File: src/rtl/axi_rd_arbiter_if.sv
// -----------------------------------------------------------------------------
// axi_rd_arbiter_if
// Bundles the signals between the three cache-side read requesters, the AXI
// bridge read-request port, the write-back hazard source, and the read arbiter.
//
// Signals
//   s_raddr   [2:0][31:0] per-requester read address {req2,req1,req0}
//   s_rlen    [2:0][7:0]  per-requester burst length (beats-1)
//   s_rsize   [2:0][2:0]  per-requester beat size (log2 bytes)
//   s_rvalid  [2:0]       request valid, held until the matching s_rready
//   s_rready  [2:0]       one-cycle completion pulse to the granted requester
//   s_rdata   [511:0]     line data, meaningful only while a s_rready bit is high
//   m_raddr   [31:0]      address to the bridge
//   m_rlen    [7:0]       burst length to the bridge
//   m_rsize   [2:0]       beat size to the bridge
//   m_rvalid              request to the bridge, held until m_rready
//   m_rready              bridge completion pulse (last beat accepted)
//   m_rdata   [511:0]     bridge line data, valid with m_rready
//   wb_busy               dcache write-back in flight
//   wb_addr   [31:0]      address of the in-flight write-back
//   grant_id  [1:0]       requester currently served, 3 when idle
//
// Modports
//   slave  : the arbiter itself (serves the requesters)
//   master : the surrounding environment (requesters, bridge, write-back FSM)
// -----------------------------------------------------------------------------
interface axi_rd_arbiter_if;
    logic [2:0][31:0] s_raddr;
    logic [2:0][7:0]  s_rlen;
    logic [2:0][2:0]  s_rsize;
    logic [2:0]       s_rvalid;
    logic [2:0]       s_rready;
    logic [511:0]     s_rdata;
    logic [31:0]      m_raddr;
    logic [7:0]       m_rlen;
    logic [2:0]       m_rsize;
    logic             m_rvalid;
    logic             m_rready;
    logic [511:0]     m_rdata;
    logic             wb_busy;
    logic [31:0]      wb_addr;
    logic [1:0]       grant_id;

    modport slave (
        input  s_raddr, s_rlen, s_rsize, s_rvalid, m_rready, m_rdata, wb_busy, wb_addr,
        output s_rready, s_rdata, m_raddr, m_rlen, m_rsize, m_rvalid, grant_id
    );

    modport master (
        output s_raddr, s_rlen, s_rsize, s_rvalid, m_rready, m_rdata, wb_busy, wb_addr,
        input  s_rready, s_rdata, m_raddr, m_rlen, m_rsize, m_rvalid, grant_id
    );
endinterface

File: src/rtl/axi_rd_arbiter.sv
// -----------------------------------------------------------------------------
// axi_rd_arbiter
// Arbitrates three cache-side read requesters (0=dcache, 1=uncached, 2=icache)
// onto the single read-request port of the AXI bridge. One line read is
// outstanding at a time; the completion pulse and line data are routed back to
// the granted requester. A request whose line matches the in-flight dcache
// write-back is held off (read-after-write hazard).
//
// Ports
//   clk   clock
//   rst   synchronous reset, active-high
//   bus   axi_rd_arbiter_if.slave (requester, bridge and write-back signals)
//
// Parameters
//   LINE_OFF    low address bits ignored by the hazard compare (64 B line)
//   STARVE_MAX  consecutive non-icache grants while icache waits before the
//               icache is forced to win
//
// Build option
//   AXI_RD_RR_EN  when defined, fixed priority and the starvation counter are
//                 replaced by round-robin starting after the last grant.
// -----------------------------------------------------------------------------
module axi_rd_arbiter #(
    parameter int LINE_OFF   = 6,
    parameter int STARVE_MAX = 4
) (
    input  logic            clk,
    input  logic            rst,
    axi_rd_arbiter_if.slave bus
);

    typedef enum logic [0:0] {
        ST_IDLE = 1'b0,
        ST_BUSY = 1'b1
    } state_t;

    localparam logic [1:0] GRANT_NONE = 2'd3;

    state_t      state_r;
    state_t      state_nxt_s;
    logic [31:0] m_raddr_r;
    logic [31:0] m_raddr_nxt_s;
    logic [7:0]  m_rlen_r;
    logic [7:0]  m_rlen_nxt_s;
    logic [2:0]  m_rsize_r;
    logic [2:0]  m_rsize_nxt_s;
    logic        m_rvalid_r;
    logic        m_rvalid_nxt_s;
    logic [1:0]  grant_id_r;
    logic [1:0]  grant_id_nxt_s;
    logic        abandon_r;
    logic        abandon_nxt_s;
    logic [2:0]  eligible_s;
    logic [1:0]  winner_s;
    logic        grant_fire_s;
    logic        grant_valid_s;
    logic [2:0]  s_rready_s;
    logic        wb_addr_unused_s;

    // First eligible requester in the order a, b, c (c is the fallback).
    function automatic logic [1:0] pick3(input logic [2:0] elig,
                                         input logic [1:0] a,
                                         input logic [1:0] b,
                                         input logic [1:0] c);
        logic [1:0] res;
        if (elig[a]) begin
            res = a;
        end else if (elig[b]) begin
            res = b;
        end else begin
            res = c;
        end
        return res;
    endfunction

    // Line offset bits of the write-back address play no part in the hazard.
    assign wb_addr_unused_s = ^bus.wb_addr[LINE_OFF-1:0];

    // A request is eligible unless its line collides with the write-back in flight.
    always_comb begin
        eligible_s = 3'b000;
        for (int i = 0; i < 3; i++) begin
            if (bus.s_rvalid[i] &&
                !(bus.wb_busy && (bus.s_raddr[i][31:LINE_OFF] == bus.wb_addr[31:LINE_OFF]))) begin
                eligible_s[i] = 1'b1;
            end else begin
                eligible_s[i] = 1'b0;
            end
        end
    end

    assign grant_fire_s = (state_r == ST_IDLE) && (|eligible_s);

`ifdef AXI_RD_RR_EN
    logic [1:0] last_grant_r;

    // Round-robin: search starts one past the last granted requester.
    always_comb begin
        case (last_grant_r)
            2'd0:    winner_s = pick3(eligible_s, 2'd1, 2'd2, 2'd0);
            2'd1:    winner_s = pick3(eligible_s, 2'd2, 2'd0, 2'd1);
            default: winner_s = pick3(eligible_s, 2'd0, 2'd1, 2'd2);
        endcase
    end

    // Remember the most recent winner for the next round-robin search.
    always_ff @(posedge clk) begin
        if (rst) begin
            last_grant_r <= 2'd2;
        end else if (grant_fire_s) begin
            last_grant_r <= winner_s;
        end else begin
            last_grant_r <= last_grant_r;
        end
    end
`else
    localparam int               CNT_W      = $clog2(STARVE_MAX + 1);
    localparam logic [CNT_W-1:0] STARVE_LIM = CNT_W'(STARVE_MAX);
    localparam logic [CNT_W-1:0] CNT_ONE    = CNT_W'(1);

    logic [CNT_W-1:0] starve_cnt_r;

    // Fixed priority dcache > uncached > icache, unless the icache has starved.
    always_comb begin
        if ((starve_cnt_r == STARVE_LIM) && eligible_s[2]) begin
            winner_s = 2'd2;
        end else begin
            winner_s = pick3(eligible_s, 2'd0, 2'd1, 2'd2);
        end
    end

    // Count grants that bypass a waiting, unblocked icache; saturates at the limit.
    always_ff @(posedge clk) begin
        if (rst) begin
            starve_cnt_r <= '0;
        end else if (!bus.s_rvalid[2]) begin
            starve_cnt_r <= '0;
        end else if (grant_fire_s && (winner_s == 2'd2)) begin
            starve_cnt_r <= '0;
        end else if (grant_fire_s && eligible_s[2] && (starve_cnt_r != STARVE_LIM)) begin
            starve_cnt_r <= starve_cnt_r + CNT_ONE;
        end else begin
            starve_cnt_r <= starve_cnt_r;
        end
    end
`endif

    // Whether the currently granted requester still asserts its request.
    always_comb begin
        case (grant_id_r)
            2'd0:    grant_valid_s = bus.s_rvalid[0];
            2'd1:    grant_valid_s = bus.s_rvalid[1];
            2'd2:    grant_valid_s = bus.s_rvalid[2];
            default: grant_valid_s = 1'b0;
        endcase
    end

    // Completion pulse follows m_rready in the same cycle; abandoned reads get none.
    always_comb begin
        s_rready_s = 3'b000;
        if ((state_r == ST_BUSY) && bus.m_rready && grant_valid_s && !abandon_r) begin
            case (grant_id_r)
                2'd0:    s_rready_s = 3'b001;
                2'd1:    s_rready_s = 3'b010;
                2'd2:    s_rready_s = 3'b100;
                default: s_rready_s = 3'b000;
            endcase
        end else begin
            s_rready_s = 3'b000;
        end
    end

    // Next-state and next-output logic of the request FSM.
    always_comb begin
        state_nxt_s    = state_r;
        m_raddr_nxt_s  = m_raddr_r;
        m_rlen_nxt_s   = m_rlen_r;
        m_rsize_nxt_s  = m_rsize_r;
        m_rvalid_nxt_s = m_rvalid_r;
        grant_id_nxt_s = grant_id_r;
        abandon_nxt_s  = abandon_r;
        case (state_r)
            ST_IDLE: begin
                if (grant_fire_s) begin
                    state_nxt_s    = ST_BUSY;
                    m_raddr_nxt_s  = bus.s_raddr[winner_s];
                    m_rlen_nxt_s   = bus.s_rlen[winner_s];
                    m_rsize_nxt_s  = bus.s_rsize[winner_s];
                    m_rvalid_nxt_s = 1'b1;
                    grant_id_nxt_s = winner_s;
                    abandon_nxt_s  = 1'b0;
                end else begin
                    state_nxt_s = ST_IDLE;
                end
            end
            ST_BUSY: begin
                // The burst cannot be cancelled: a dropped request is only
                // marked abandoned and its completion is swallowed.
                if (bus.m_rready) begin
                    state_nxt_s    = ST_IDLE;
                    m_rvalid_nxt_s = 1'b0;
                    grant_id_nxt_s = GRANT_NONE;
                    abandon_nxt_s  = 1'b0;
                end else if (!grant_valid_s) begin
                    abandon_nxt_s = 1'b1;
                end else begin
                    abandon_nxt_s = abandon_r;
                end
            end
            default: begin
                state_nxt_s    = ST_IDLE;
                m_rvalid_nxt_s = 1'b0;
                grant_id_nxt_s = GRANT_NONE;
                abandon_nxt_s  = 1'b0;
            end
        endcase
    end

    // FSM state and registered bridge/debug outputs.
    always_ff @(posedge clk) begin
        if (rst) begin
            state_r    <= ST_IDLE;
            m_raddr_r  <= 32'h0000_0000;
            m_rlen_r   <= 8'h00;
            m_rsize_r  <= 3'b000;
            m_rvalid_r <= 1'b0;
            grant_id_r <= GRANT_NONE;
            abandon_r  <= 1'b0;
        end else begin
            state_r    <= state_nxt_s;
            m_raddr_r  <= m_raddr_nxt_s;
            m_rlen_r   <= m_rlen_nxt_s;
            m_rsize_r  <= m_rsize_nxt_s;
            m_rvalid_r <= m_rvalid_nxt_s;
            grant_id_r <= grant_id_nxt_s;
            abandon_r  <= abandon_nxt_s;
        end
    end

    assign bus.m_raddr  = m_raddr_r;
    assign bus.m_rlen   = m_rlen_r;
    assign bus.m_rsize  = m_rsize_r;
    assign bus.m_rvalid = m_rvalid_r;
    assign bus.grant_id = grant_id_r;
    assign bus.s_rready = s_rready_s;
    assign bus.s_rdata  = bus.m_rdata;

endmodule
File: src/flat_wrapper.sv
// flat-port wrapper written by rule: the top's interface ports become plain ports
module axi_rd_arbiter_flat 
#(
    parameter int LINE_OFF   = 6,
    parameter int STARVE_MAX = 4
)
  (clk, rst, bus_s_raddr, bus_s_rlen, bus_s_rsize, bus_s_rvalid, bus_m_rready, bus_m_rdata, bus_wb_busy, bus_wb_addr, bus_s_rready, bus_s_rdata, bus_m_raddr, bus_m_rlen, bus_m_rsize, bus_m_rvalid, bus_grant_id);
  axi_rd_arbiter_if bus_i ();
  input  logic clk;
  input  logic rst;
  input wire logic [$bits(bus_i.s_raddr)-1:0] bus_s_raddr;
  input wire logic [$bits(bus_i.s_rlen)-1:0] bus_s_rlen;
  input wire logic [$bits(bus_i.s_rsize)-1:0] bus_s_rsize;
  input wire logic [$bits(bus_i.s_rvalid)-1:0] bus_s_rvalid;
  input wire logic [$bits(bus_i.m_rready)-1:0] bus_m_rready;
  input wire logic [$bits(bus_i.m_rdata)-1:0] bus_m_rdata;
  input wire logic [$bits(bus_i.wb_busy)-1:0] bus_wb_busy;
  input wire logic [$bits(bus_i.wb_addr)-1:0] bus_wb_addr;
  output wire logic [$bits(bus_i.s_rready)-1:0] bus_s_rready;
  output wire logic [$bits(bus_i.s_rdata)-1:0] bus_s_rdata;
  output wire logic [$bits(bus_i.m_raddr)-1:0] bus_m_raddr;
  output wire logic [$bits(bus_i.m_rlen)-1:0] bus_m_rlen;
  output wire logic [$bits(bus_i.m_rsize)-1:0] bus_m_rsize;
  output wire logic [$bits(bus_i.m_rvalid)-1:0] bus_m_rvalid;
  output wire logic [$bits(bus_i.grant_id)-1:0] bus_grant_id;
  assign bus_i.s_raddr = bus_s_raddr;
  assign bus_i.s_rlen = bus_s_rlen;
  assign bus_i.s_rsize = bus_s_rsize;
  assign bus_i.s_rvalid = bus_s_rvalid;
  assign bus_i.m_rready = bus_m_rready;
  assign bus_i.m_rdata = bus_m_rdata;
  assign bus_i.wb_busy = bus_wb_busy;
  assign bus_i.wb_addr = bus_wb_addr;
  assign bus_s_rready = bus_i.s_rready;
  assign bus_s_rdata = bus_i.s_rdata;
  assign bus_m_raddr = bus_i.m_raddr;
  assign bus_m_rlen = bus_i.m_rlen;
  assign bus_m_rsize = bus_i.m_rsize;
  assign bus_m_rvalid = bus_i.m_rvalid;
  assign bus_grant_id = bus_i.grant_id;
  axi_rd_arbiter #(.LINE_OFF(LINE_OFF), .STARVE_MAX(STARVE_MAX)) u_core (.clk(clk), .rst(rst), .bus(bus_i));
endmodule
File: config.mk
export PLATFORM = sky130hd
export DESIGN_NAME = axi_rd_arbiter_flat
export DESIGN_NICKNAME = d
export VERILOG_FILES = /design/src/rtl/axi_rd_arbiter_if.sv /design/src/rtl/axi_rd_arbiter.sv /design/src/flat_wrapper.sv
export SDC_FILE = /design/constraint.sdc
export NUM_CORES = 1
export LEC_CHECK = 0
export ABC_AREA = 1
export CAP_MARGIN = 10
export CORE_AREA = 4 4 482 484
export CTS_CLUSTER_SIZE = 30
export DETAILED_ROUTE_END_ITERATION = 6
export DIE_AREA = 0 0 486 488
export HOLD_SLACK_MARGIN = 0.08
export SLEW_MARGIN = 20
export SYNTH_ARGS = -nofsm -noshare
export SYNTH_HDL_FRONTEND = slang
export SYNTH_SLANG_ARGS = --single-unit
export TNS_END_PERCENT = 100
File: constraint.sdc
create_clock -name clk -period 3.75 [get_ports clk]
set_input_delay 0.5625 -clock clk [delete_from_list [all_inputs] [get_ports clk]]
set_output_delay 0.5625 -clock clk [all_outputs]
set_load 0.05 [all_outputs]
; Yosys cells after proc, flatten, opt, wreduce, memory -nomap -nowiden
; Cells that the tools add are included.
[totals]
register_bits = 51
input_bits = 680
output_inout_bits = 561
elab_cells = 75
[classes]
add_sub_neg = 1
order_cmp = 1
n_eq_ne = 11
n_mux = 28
bitwise = 2
n_reduce_logical = 24
[op_table]
columns = op, n
row1 = 26-bit equality test, 3
row2 = 32-bit binary-select mux with 2-bit select, 1
row3 = 32-bit two-way mux, 1
row4 = 8-bit binary-select mux with 2-bit select, 1
row5 = 1-bit logical AND, 14
row6 = 1-bit two-way mux, 10
row7 = 2-bit two-way mux, 5
row8 = 3-bit one-hot mux with 3 select lines, 1
row9 = 8-bit two-way mux, 1
row10 = 3-bit binary-select mux with 2-bit select, 1
row11 = 3-bit two-way mux, 2
row12 = 3-bit inequality test (second input constant), 2
row13 = 1-bit one-hot mux with 2 select lines, 3
row14 = 2-bit AND reduction, 3
row15 = 3-bit OR reduction, 2
row16 = 2-bit equality test (second input constant), 2
row17 = 1-bit zero test, 4
row18 = 2-bit one-hot mux with 2 select lines, 1
row19 = 3-bit by 1-bit adder with 3-bit output (second input constant), 1
row20 = 3-bit equality test (second input constant), 1
row21 = 2-bit by 3-bit < comparator with 1-bit output (second input constant), 1
row22 = 1-bit one-hot mux with 3 select lines, 1
row23 = 2-bit by 1-bit equality test with 1-bit output (second input constant), 1
row24 = 2-bit zero test, 1
row25 = other kinds (3), 4

; Logic depth before layout (Yosys ltp)
[depth]
depth_word = 11
mapped_depth = 17
depth_no_buf = 16

; Least setup slack after synthesis
; Ideal clock, no wire load.
[synth_timing]
path_kind = flip-flop to output port
start = register u_core.grant_id_r[1], in the netlist u_core.bus.grant_id[1]
end = output bus_s_rready[0]
arrival_time_ns = 2.223
t_required_ns = 3.188
slack_ns = 0.964
stages_incl_launch_ff = 6
path_buffers = 0
cell_sequence = dfxtp_1 nand3_1 a31o_2 inv_1 nand2_1 nor3_1
[synth_via]
elab_chain_cells = 5
elab_cells_between_ends = 8
cone_classes = eq/ne (2) / mux (3) / reduce/logical (3)
[synth_lines]
columns = item, line
row1 = from (decl), axi_rd_arbiter.sv:49  ; logic [1:0] grant_id_r;
row2 = from (signal assigned), axi_rd_arbiter.sv:235  ; grant_id_r <= grant_id_nxt_s;
row3 = "2-bit equality test, or another cell as far along", "axi_rd_arbiter.sv:150, axi_rd_arbiter.sv:162"
row4 = 1-bit one-hot mux with 3 select lines, axi_rd_arbiter.sv:150  ; case (grant_id_r)
row5 = 1-bit logical AND (2 in a row), axi_rd_arbiter.sv:161  ; if ((state_r == ST_BUSY) && bus.m_rready && grant_valid_s && !abandon_r) begin
row6 = 3-bit two-way mux (*), axi_rd_arbiter.sv:161
row7 = to (decl), flat_wrapper.sv:19  ; output wire logic [$bits(bus_i.s_rready)-1:0] bus_s_rready;
; Mark *: on every way between the ends. The rest lies on a longest branch, timed or not.

; Final worst setup path
[layout_timing]
start = input bus_wb_addr[16]
end = register u_core.m_raddr_r[25], in the netlist u_core.bus.m_raddr[25]
[layout_via]
elab_chain_cells = 10
elab_cells_between_ends = 24
cone_classes = eq/ne (3) / mux (8) / reduce/logical (13)
[layout_lines]
columns = item, line
row1 = from (decl), flat_wrapper.sv:18  ; input wire logic [$bits(bus_i.wb_addr)-1:0] bus_wb_addr;
row2 = 26-bit equality test, axi_rd_arbiter.sv:84  ; !(bus.wb_busy && (bus.s_raddr[i][31:LINE_OFF] == bus.wb_addr[31:LINE_OFF]))) begin
row3 = 1-bit logical AND, axi_rd_arbiter.sv:84
row4 = 1-bit zero test, axi_rd_arbiter.sv:84
row5 = 1-bit logical AND, axi_rd_arbiter.sv:83  ; if (bus.s_rvalid[i] &&
row6 = 1-bit two-way mux, axi_rd_arbiter.sv:83
row7 = 2-bit two-way mux, axi_rd_arbiter.sv:68  ; end else if (elig[b]) begin
row8 = 2-bit two-way mux, axi_rd_arbiter.sv:66  ; if (elig[a]) begin
row9 = 2-bit two-way mux, axi_rd_arbiter.sv:125  ; if ((starve_cnt_r == STARVE_LIM) && eligible_s[2]) begin
row10 = 32-bit binary-select mux with 2-bit select, axi_rd_arbiter.sv:186  ; m_raddr_nxt_s = bus.s_raddr[winner_s];
row11 = 32-bit two-way mux (not written as such), axi_rd_arbiter.sv:186
row12 = to (signal assigned), axi_rd_arbiter.sv:231  ; m_raddr_r <= m_raddr_nxt_s;
row13 = to (decl), axi_rd_arbiter.sv:41  ; logic [31:0] m_raddr_r;
; Several ways; a longest one is shown, not always the timed one. The select of a mux whose other input is x is not followed.
; A chain may end at the register's enable or synchronous reset.

==> key figures <==
Floorplanning
  – Die ar.: between 0.2 and 0.25 mm^2
  – Initial core utilization: 3.84%
  – Die Wd: slightly below 500 um
  – I/O Pins: 1,241
  – Die Y: 488 um
  – Core Region: about 0.23 mm^2
  – Rows: 175

Worst setup path
  – Worst EP arrival: between 3 and 4 ns
  – Crit path kind: in2reg
  – CP Max Fanout: 32
  – CP Launch Type: input pin
  – Critical Path Sink Type: flip-flop
  – Worst EP required: 4.02 ns

STA
  – Slew @ Worst Pin: 1.03 ns
  – Max-slew violation count: 0
  – Relative slew slack: about 31%
  – Period utilization: 85.2%
  – Hold WS: slightly below 0.5 ns
  – Final worst path period need: 3.20 ns
  – Setup violations, final: 0
  – Clock Skew: 0.0153 ns
  – Max Freq: roughly 310 MHz
  – RSZ-0062 raised after global routing: no
  – Fin Setup TNS: 0 ns
  – Endpoints failing hold: 0

Yosys
  – Mux contribution to synthesized area: 0%
  – Post-synthesis compound-gate area fraction: 3.36%
  – Syn nets: 2,164
  – Netlist cell types: 28
  – Sequential share of the synthesized area: 11.7%
  – Synth top area share: roughly 44%
  – Simple-gate share of the synthesized area: 31.2%
  – Synth Area in Adders: less than 1%
  – Cell taking the most area after synthesis: buf_4
  – Top cells by area, synth: buf_4 44%, nand2_1 16%, dfxtp_1 12%
  – Mapped Avg Cell Area: a little under 6 um^2
  – Yosys Warn Count: 0
  – Synthesized area: 0.00872 mm^2
  – Mapped Cells: between 1,000 and 1,500
  – Yosys reg bits: 51
  – Main combinational cell family by area after synthesis: buffers and inverters
  – Synth Area in XOR/XNOR: 0.803%

CTS
  – CTS Root Cell: clkbuf_16
  – Cts hold-fix bufs: 0
  – Post-CTS Resized: 0
  – Post-CTS setup buffers: 0
  – CTS clk-pin slew, worst paths: ~0.08 ns
  – CTS tree: done
  – Clock Sink Count: 51
  – Number of buffers created by CTS: 5
  – Worst-Skew Late Latency: 0.34 ns
  – Clock Path Buffers: 2
  – H-tree depth: 2

Flow run
  – Max Cap Violations: 0

Global routing
  – Vias in the first global route: 7,462
  – Largest net degree at the start of global routing: 46
  – GRT Total Usage: about 17%
  – Initial antenna violation count: between 100 and 150
  – Total gr overflow: 0
  – First-pass GRT wire length: 229,000 um

Drt
  – Wirelength per Cell: 50.4 um
  – DRC Markers: 0
  – Final ANT Viol Nets: 0
  – DRT Wirelength: around 210,000 um
  – Routed vias/inst: 2.07
  – Vias: 8,710
  – Initial DRC count: 575
  – First-pass DRT Iterations: 5

Outcome
  – Outcome: complete, no violations

Placement
  – I/O Buffers: 210
  – Post-DP HPWL: 204,000 um
  – Gp weighted congestion: a little over 0.8

Power and ir drop
  – Total Power: roughly 2.3 mW
  – Leak: 3.87 nW
  – Power Density: about 210 mW/mm^2
  – Peak VDD IR: ~0.16 mV

Worst hold path
  – Worst hold-check path type: reg2reg

Cells and area
  – Area grow syn2layout: 26.3%
  – Share of post-route cells with drive strength above 1: about 4.6%
  – Final nets: between 1,500 and 2,000
  – Commonest non-fill, non-tap cell in the layout: nand2_1
  – Most frequent cells in the layout: 377 x nand2_1, 206 x clkdlybuf4s50_1, 185 x nor2_1
  – Final core occ: 4.84%
layout make-up:
class / instances / area [um^2]
fill: 27100 / 216000
tap: 3009 / 3760
multi-input combinational: 727 / 3120
timing repair buffer: 227 / 2290
sequential: 51 / 1020
inverter: 154 / 578
clock buffer: 5 / 125
antenna: 27 / 67.6
clock inverter: 3 / 43.8
critical path, stage by stage:
cell and delay [ns]:
clkdlybuf4s50_1 0.55, inv_1 0.09, nand2_1 0.07, nand2_1 0.13, inv_1 0.08, nand2_1 0.04
nor2_1 0.12, nand2_1 0.13, nor2_1 0.11, nand2_1 0.11, nand3_2 0.10, nand2_2 0.11
nor2_4 0.78, nand2_1 0.10, nor2_1 0.20, nor2_1 0.07, nor2_1 0.09
cell families (layout without fill, tap and decap cells):
group	Yosys count	in the layout
adder cells (fa/ha/maj)	2	2
buffers and inverters	704	389
flip-flops	51	51
AND/OR/NAND/NOR	663	663
XOR/XNOR	8	8
other	0	27
AO/OA/AOI/OAI	54	54
registers in the layout, summed over array words and instances (netlist names):
name	count
u_core.bus.m_rvalid	1
u_core.bus.grant_id	2
u_core.bus.m_rlen	8
u_core.abandon_r	1
u_core.state_r	1
u_core.bus.m_raddr	32
u_core.starve_cnt_r	3
u_core.bus.m_rsize	3
metal layers:
layer	wire (um)	vias up	share of wire [%]	GRT usage [%]
li1	-	3383	-	-
met1	26300	3268	12	5.73
met2	91300	1509	43	26.9
met3	85600	450	40	33.1
met4	8030	100	3.8	4.57
met5	665	-	0.31	0.102
power by group:
group          leakage [nW]  internal (mW)  switching, mW
sequential            0.422          0.590         0.0330
combinational          3.36          0.373          0.682
clock                0.0839          0.318          0.300
total                  3.87           1.28           1.01
synthesized netlist by cell type:
cell type	count
o211ai_1	1
nor2_1	185
clkinv_1	3
inv_2	15
nand2_2	3
buf_2	13
and2_1	1
buf_4	515
nand4_1	65
nor3_1	5
ha_1	2
nor2_4	1
nand2_1	377
dfxtp_1	51
nand3_1	22
nor2_2	2
xnor2_1	5
clkbuf_1	21
inv_1	136
a31o_2	1
xor2_1	3
a21oi_1	29
o22ai_1	2
nand3_2	2
o21ai_0	9
buf_1	1
o21ai_1	11
o21bai_4	1
through the flow:
step                      setup slack, ns  instances  area [um^2]
final                               0.554       4203        11000
after floorplan                     0.964       1482         8720
after global routing                0.316       4182        11000
after detailed placement            0.169       4168        10800
after CTS                           0.531       4176        10900
after global placement              0.194       4168        10800
final timing paths:
kind	from	end	slack [ns]	cells after the start
min reg2reg	u_core.starve_cnt_r[1]	u_core.starve_cnt_r[1]	0.49	2
max	bus_wb_addr[16]	u_core.bus.m_raddr[25]	0.55	17
max reg2reg	u_core.starve_cnt_r[0]	u_core.bus.m_raddr[25]	1.45	11
min	u_core.starve_cnt_r[1]	u_core.starve_cnt_r[1]	0.49	2
Power figures use the tool's default switching activity.
